### src/rtl/wash_program_seq_if.sv
// Front-panel / driver-side signal bundle for the wash program sequencer.
// master = front panel (drives the inputs), slave = sequencer.
interface wash_program_seq_if #(
    parameter int unsigned MODE_W  = 3,
    parameter int unsigned TIMER_W = 8
);
    logic [MODE_W-1:0]  sel;
    logic               start;
    logic               pause;
    logic               door_closed;
    logic               ack_err;
    logic [3:0]         state_o;
    logic [MODE_W-1:0]  mode_o;
    logic [TIMER_W-1:0] remaining;
    logic               busy;
    logic               done;
    logic [1:0]         err_code;

    modport master (
        output sel, start, pause, door_closed, ack_err,
        input  state_o, mode_o, remaining, busy, done, err_code
    );

    modport slave (
        input  sel, start, pause, door_closed, ack_err,
        output state_o, mode_o, remaining, busy, done, err_code
    );
endinterface

### src/rtl/wash_program_seq.sv
// Washing-machine program selector and phase sequencer (FILL->WASH->RINSE->SPIN)
// with pause/resume, door interlock and latched error states. All outputs registered.
module wash_program_seq #(
    parameter int unsigned MODE_W  = 3,
    parameter int unsigned N_MODES = 5,
    parameter int unsigned TIMER_W = 8,
    parameter int unsigned FILL_T  = 4,
    parameter int unsigned WASH_T  = 6,
    parameter int unsigned RINSE_T = 4,
    parameter int unsigned SPIN_T  = 3
) (
    input  logic                clk,
    input  logic                rst,
    wash_program_seq_if.slave   bus
);

    typedef enum logic [3:0] {
        StMenu    = 4'd0,
        StArmed   = 4'd1,
        StFill    = 4'd2,
        StWash    = 4'd3,
        StRinse   = 4'd4,
        StSpin    = 4'd5,
        StPaused  = 4'd6,
        StDone    = 4'd7,
        StErrSel  = 4'd8,
        StErrDoor = 4'd9
    } state_e;

    localparam logic [TIMER_W-1:0] FillLoad  = TIMER_W'(FILL_T - 1);
    localparam logic [TIMER_W-1:0] RinseLoad = TIMER_W'(RINSE_T - 1);
    localparam logic [TIMER_W-1:0] SpinLoad  = TIMER_W'(SPIN_T - 1);

    state_e              state_q, state_d, saved_q, saved_d;
    logic [MODE_W-1:0]   mode_q, mode_d;
    logic [TIMER_W-1:0]  rem_q, rem_d;
    logic [1:0]          err_q, err_d;
    logic                busy_q, busy_d, done_q, done_d;
    logic [TIMER_W-1:0]  wash_len;
    logic                sel_bad;

    assign wash_len = TIMER_W'(WASH_T) * (TIMER_W'(mode_q) - TIMER_W'(1));
    assign sel_bad  = 32'(bus.sel) >= N_MODES;

    always_comb begin
        state_d = state_q;
        saved_d = saved_q;
        mode_d  = mode_q;
        rem_d   = rem_q;
        err_d   = err_q;
        case (state_q)
            StMenu: begin
                if (sel_bad) begin
                    state_d = StErrSel;
                    err_d   = 2'd1;
                end else if (bus.sel != '0) begin
                    state_d = StArmed;
                    mode_d  = bus.sel;
                end
            end
            StArmed: begin
                if (sel_bad) begin
                    state_d = StErrSel;
                    err_d   = 2'd1;
                end else if (bus.sel == '0) begin
                    state_d = StMenu;
                    mode_d  = '0;
                end else if (bus.sel != mode_q) begin
                    mode_d = bus.sel;
                end else if (bus.start && !bus.door_closed) begin
                    state_d = StErrDoor;
                    err_d   = 2'd2;
                end else if (bus.start) begin
                    if (mode_q == MODE_W'(1)) begin
                        state_d = StSpin;
                        rem_d   = SpinLoad;
                    end else begin
                        state_d = StFill;
                        rem_d   = FillLoad;
                    end
                end
            end
            StFill, StWash, StRinse, StSpin: begin
                if (!bus.door_closed) begin
                    state_d = StErrDoor;
                    err_d   = 2'd2;
                    rem_d   = '0;
                end else if (bus.pause) begin
                    // The sampled pause cycle does not count; remaining is frozen as shown.
                    state_d = StPaused;
                    saved_d = state_q;
                end else if (rem_q == '0) begin
                    case (state_q)
                        StFill: begin
                            state_d = StWash;
                            rem_d   = wash_len - TIMER_W'(1);
                        end
                        StWash: begin
                            state_d = StRinse;
                            rem_d   = RinseLoad;
                        end
                        StRinse: begin
                            state_d = StSpin;
                            rem_d   = SpinLoad;
                        end
                        default: begin
                            state_d = StDone;
                            rem_d   = '0;
                        end
                    endcase
                end else begin
                    rem_d = rem_q - TIMER_W'(1);
                end
            end
            StPaused: begin
                if (!bus.door_closed) begin
                    state_d = StErrDoor;
                    err_d   = 2'd2;
                    rem_d   = '0;
                end else if (!bus.pause) begin
                    state_d = saved_q;
                end
            end
            StDone: begin
                if (bus.sel == '0) begin
                    state_d = StMenu;
                    mode_d  = '0;
                end
            end
            StErrSel, StErrDoor: begin
                if (bus.ack_err && bus.sel == '0) begin
                    state_d = StMenu;
                    err_d   = 2'd0;
                    mode_d  = '0;
                end
            end
            default: begin
                state_d = StMenu;
                mode_d  = '0;
                rem_d   = '0;
                err_d   = 2'd0;
            end
        endcase
        busy_d = (state_d == StFill) || (state_d == StWash) || (state_d == StRinse) ||
                 (state_d == StSpin) || (state_d == StPaused);
        done_d = (state_d == StDone);
    end

    always_ff @(posedge clk) begin
        if (!rst) begin
            state_q <= StMenu;
            saved_q <= StFill;
            mode_q  <= '0;
            rem_q   <= '0;
            err_q   <= 2'd0;
            busy_q  <= 1'b0;
            done_q  <= 1'b0;
        end else begin
            state_q <= state_d;
            saved_q <= saved_d;
            mode_q  <= mode_d;
            rem_q   <= rem_d;
            err_q   <= err_d;
            busy_q  <= busy_d;
            done_q  <= done_d;
        end
    end

    assign bus.state_o   = state_q;
    assign bus.mode_o    = mode_q;
    assign bus.remaining = rem_q;
    assign bus.busy      = busy_q;
    assign bus.done      = done_q;
    assign bus.err_code  = err_q;

endmodule

### src/flat_wrapper.sv
// flat-port wrapper written by rule: the top's interface ports become plain ports
module wash_program_seq_flat 
#(
    parameter int unsigned MODE_W  = 3,
    parameter int unsigned N_MODES = 5,
    parameter int unsigned TIMER_W = 8,
    parameter int unsigned FILL_T  = 4,
    parameter int unsigned WASH_T  = 6,
    parameter int unsigned RINSE_T = 4,
    parameter int unsigned SPIN_T  = 3
)
  (clk, rst, bus_sel, bus_start, bus_pause, bus_door_closed, bus_ack_err, bus_state_o, bus_mode_o, bus_remaining, bus_busy, bus_done, bus_err_code);
  wash_program_seq_if #(.MODE_W(MODE_W), .TIMER_W(TIMER_W)) bus_i ();
  input  logic clk;
  input  logic rst;
  input wire logic [$bits(bus_i.sel)-1:0] bus_sel;
  input wire logic [$bits(bus_i.start)-1:0] bus_start;
  input wire logic [$bits(bus_i.pause)-1:0] bus_pause;
  input wire logic [$bits(bus_i.door_closed)-1:0] bus_door_closed;
  input wire logic [$bits(bus_i.ack_err)-1:0] bus_ack_err;
  output wire logic [$bits(bus_i.state_o)-1:0] bus_state_o;
  output wire logic [$bits(bus_i.mode_o)-1:0] bus_mode_o;
  output wire logic [$bits(bus_i.remaining)-1:0] bus_remaining;
  output wire logic [$bits(bus_i.busy)-1:0] bus_busy;
  output wire logic [$bits(bus_i.done)-1:0] bus_done;
  output wire logic [$bits(bus_i.err_code)-1:0] bus_err_code;
  assign bus_i.sel = bus_sel;
  assign bus_i.start = bus_start;
  assign bus_i.pause = bus_pause;
  assign bus_i.door_closed = bus_door_closed;
  assign bus_i.ack_err = bus_ack_err;
  assign bus_state_o = bus_i.state_o;
  assign bus_mode_o = bus_i.mode_o;
  assign bus_remaining = bus_i.remaining;
  assign bus_busy = bus_i.busy;
  assign bus_done = bus_i.done;
  assign bus_err_code = bus_i.err_code;
  wash_program_seq #(.MODE_W(MODE_W), .N_MODES(N_MODES), .TIMER_W(TIMER_W), .FILL_T(FILL_T), .WASH_T(WASH_T), .RINSE_T(RINSE_T), .SPIN_T(SPIN_T)) u_core (.clk(clk), .rst(rst), .bus(bus_i));
endmodule
### config.mk
export PLATFORM = sky130hd
export DESIGN_NAME = wash_program_seq_flat
export DESIGN_NICKNAME = d
export VERILOG_FILES = /design/src/rtl/wash_program_seq_if.sv /design/src/rtl/wash_program_seq.sv /design/src/flat_wrapper.sv
export SDC_FILE = /design/constraint.sdc
export NUM_CORES = 1
export LEC_CHECK = 0
export CORE_ASPECT_RATIO = 2
export CORE_MARGIN = 1
export CORE_UTILIZATION = 55
export CTS_BUF_LIST = sky130_fd_sc_hd__clkbuf_4
export DETAILED_ROUTE_END_ITERATION = 8
export GPL_TIMING_DRIVEN = 0
export MAX_ROUTING_LAYER = met4
export PLACE_DENSITY_LB_ADDON = 0.25
export SLEW_MARGIN = 30
export SYNTH_ARGS = -nofsm -noshare
export SYNTH_HDL_FRONTEND = slang
export SYNTH_SLANG_ARGS = --single-unit
### constraint.sdc
create_clock -name clk -period 2.9 [get_ports clk]
set_clock_uncertainty 0.05 [all_clocks]
set_input_delay 0.435 -clock clk [delete_from_list [all_inputs] [get_ports clk]]
set_output_delay 0.435 -clock clk [all_outputs]
set_load 0.05 [all_outputs]
==> results.md <==
- Number of global-route vias before repair: 1,747
- Final wirelength: around 5.1 mm
- Number of flops mapped to enable cells by yosys: 0
- Crit path DAT: 2.91 ns
- Startpoint types: register
- Sw Ratio: a little under two fifths
- Mean Syn Cell Area: 7.60 µm²
- Net Sw Power: 297 µW
- Sequential fraction of the synthesis area: a little over a quarter
- CTS tree: done
- RSZ-0062 raised after global routing: false
- Period utilization: around 93%
- Reg-to-reg slack, setup: 0.20 ns
- I/O pins: 28
- Worst-path maximum fanout: 6
- Final setup violating endpoints: 0
- Area delta synth->final: 20.7%
- Synth area leaders: dfxtp_1 (27%), nor2_1 (5.3%), nand2_1 (4.8%)
- CTS Hold Bufs: 0
- Clk slew on worst S/H paths: between 0.1 and 0.15 ns
- Critical Path End Type: register
- GP Congestion: roughly 0.95
- Clk sinks: 23
- Tmin final: 2.70 ns
- Pre-antenna DRT Iters: 4
- Syn nets: about 240
- Cell Area, Synth: 0.00170 mm²
- Distinct cells, synth: 53
- CP endpoint: u_core.bus.remaining[4]
- Pin count of the biggest net entering global routing: 14
- Ys flop type: dfxtp_1
- Die Y: around 81 µm
- Post-Synthesis Cells: ~220
- Initial core utilization: 57.9%
- Final ANT Viol Nets: 0
- Int Pwr: 487 µW
- FFs w/ async S/R, synth: 0%
- First-pass GRT wire length: 7.69 mm
- Synth Warn #: 0
- Layout cells sized above 1: under 10%
- Via count: roughly 1.9k
- Fmax: 0.370 GHz
- Critical R2R Capture: u_core.bus.remaining[4]
- Vias per cell: ~6.5
- Core outline area: 0.00294 mm²
- H-tree depth: 1
- Flop and latch count out of synthesis: 23
- Slew HR: roughly two fifths
- Pwr dens: approximately 380 mW/mm²
- Clock latency on the worst-skew pair: between 0.3 and 0.4 ns
- # diodes: 0
- Leak pwr: 0.000768 µW
- Crit path kind: register to register
- GRT Resource Usage Total: about a third
- Hold Vio Cnt, Final: 0
- Sequential Power Share: approximately 44%
- Worst Setup SP: u_core.bus.mode_o[1]
- Fin nets: between 200 and 300
- Cell Rows: 28
- R2R depth: 9
- Port buffer count: 26
- Fin. max-slew vios: 0
- Die ar.: 0.00334 mm²
- Status: finished clean
- CTS Buf Count: 3
- Clock power frac: between 10% and 20%
- Final HPWL DP: approximately 3.8 mm
- Logic pwr share: a little over a third
- Initial antenna violation count: 0
- Post-route DRC: 0
- Worst path required time: about 3.1 ns
- Power Total: a little under 800 µW
- Routed WL per cell: roughly 18 µm
- Max Cap Violations: 0
- Utilization after layout: 69.9%
- Die X: between 40 and 50 µm
- Worst R2R Start: u_core.bus.mode_o[1]
- Worst VDD drop: ~0.00031 V
- Share of the synthesized area in the top cell type: 27.0%
- Slew @ Worst Pin: 0.884 ns
- Hold Path Class: register to register
- Clk buf depth: 2
- 1st-iter DRT viols: 80
- Total gr overflow: 0
- Root Buffer: clkbuf_4
- Setup TNS: 0 ns
- Synth area leader: dfxtp_1
area by class of cell:
cell class / instances / area, µm²
clock inverter: 1 / 5.00
tap: 30 / 37.5
buffer: 8 / 31.3
fill: 267 / 887
clock buffer: 3 / 22.5
timing repair buffer: 27 / 268
inverter: 9 / 33.8
multi-input combinational: 184 / 1190
sequential: 23 / 465
flip-flops by register name (all words and copies together) (netlist names):
signal                count
u_core.bus.remaining      8
u_core.bus.state_o        4
u_core.bus.err_code       2
u_core.bus.mode_o         3
u_core.saved_q            4
u_core.bus.done           1
u_core.bus.busy           1
power by group through the flow:
stage / Clock [µW] / Combinational, µW / Sequential, µW
after floorplan: 0 / 152 / 386
after global placement: 0 / 267 / 351
after detailed placement: 0 / 269 / 350
after CTS: 158 / 272 / 343
after global routing: 167 / 315 / 346
final: 156 / 285 / 344
cells in the final DEF, fill, tap and decap left out, types with 5 or more instances in the layout:
master	Yosys	routed
ha_1	6	5
a21oi_1	16	16
a31oi_1	5	5
nor3_1	10	9
o21ai_0	12	12
nor2_1	24	24
clkbuf_1	6	6
xnor2_1	6	6
dfxtp_1	23	21
mux2i_1	5	5
nand3_1	10	10
nand2_1	22	22
a211oi_1	6	6
clkdlybuf4s50_1	0	26
inv_1	8	8
per-layer routing:
metal	global-route usage (%)	part of all wire, %	vias up
met2	59.5	54	68
met5	-	0	-
met1	33.7	37	884
met4	18.4	4.2	0
li1	-	-	891
met3	2.76	4.8	20
worst max-delay path, cell delays in order, from the launching register on:
cell,delay (ns)
dfxtp_2,0.41
inv_1,0.12
ha_2,0.36
inv_1,0.09
fa_1,0.55
nor3_2,0.15
xor2_1,0.19
a21oi_1,0.09
or4_1,0.49
a21oi_1,0.14
repair_timing:
action	in CTS	in global routing
setup endpoints to repair	0	2
setup buffers	0	1
gates resized for setup	0	4
through the flow:
step           hold slack [ns]  std cells  cell area (µm²)  setup slack [ns]
3_3_place_gp             0.411        280             2000             0.102
3_5_place_dp             0.422        280             2000            0.0680
6_report                 0.445        285             2060             0.201
2_1_floorplan            0.395        224             1710             0.106
5_1_grt                  0.456        285             2060            0.0428
4_1_cts                  0.446        284             2030            0.0487
Yosys cell counts, types with 2 or more instances:
cell type,n
o211a_1,2
xor2_1,4
fa_1,2
nor3_1,10
and2_1,2
dfxtp_1,23
mux2i_1,5
o32ai_1,2
a31oi_1,5
o31ai_1,2
a211oi_1,6
o221a_2,2
nand4_1,4
inv_1,8
a21oi_1,16
o21ai_0,12
ha_1,6
or4_1,4
or3_1,2
nand2b_1,4
nor3b_1,2
nor4_1,3
nand2_1,22
nor2_1,24
clkbuf_1,6
xnor2_1,6
and3_1,2
nor2b_1,4
nand3_1,10
worst min path at each step:
stage	startpoint	to	cells after the start	slack [ns]
floorplan	u_core.saved_q[1]	u_core.saved_q[1]	2	0.40
global placement	u_core.saved_q[1]	u_core.saved_q[1]	2	0.41
detailed placement	u_core.saved_q[3]	u_core.saved_q[3]	1	0.42
CTS	u_core.saved_q[3]	u_core.saved_q[3]	1	0.45
global route	u_core.saved_q[3]	u_core.saved_q[3]	1	0.46
finish	u_core.bus.err_code[0]	u_core.bus.err_code[0]	2	0.44
cells by family after synthesis:
| kind of cell | count (synthesis) | share of synthesized area (%) |
|---|---|---|
| AO/OA/AOI/OAI | 59 | 23.0 |
| XOR/XNOR | 10 | 5.14 |
| adder cells (fa/ha/maj) | 9 | 7.35 |
| buffers and inverters | 17 | 3.82 |
| flip-flops | 23 | 27.0 |
| multiplexers | 5 | 2.94 |
| AND/OR/NAND/NOR | 101 | 30.7 |
Power figures use the tool's default switching activity.
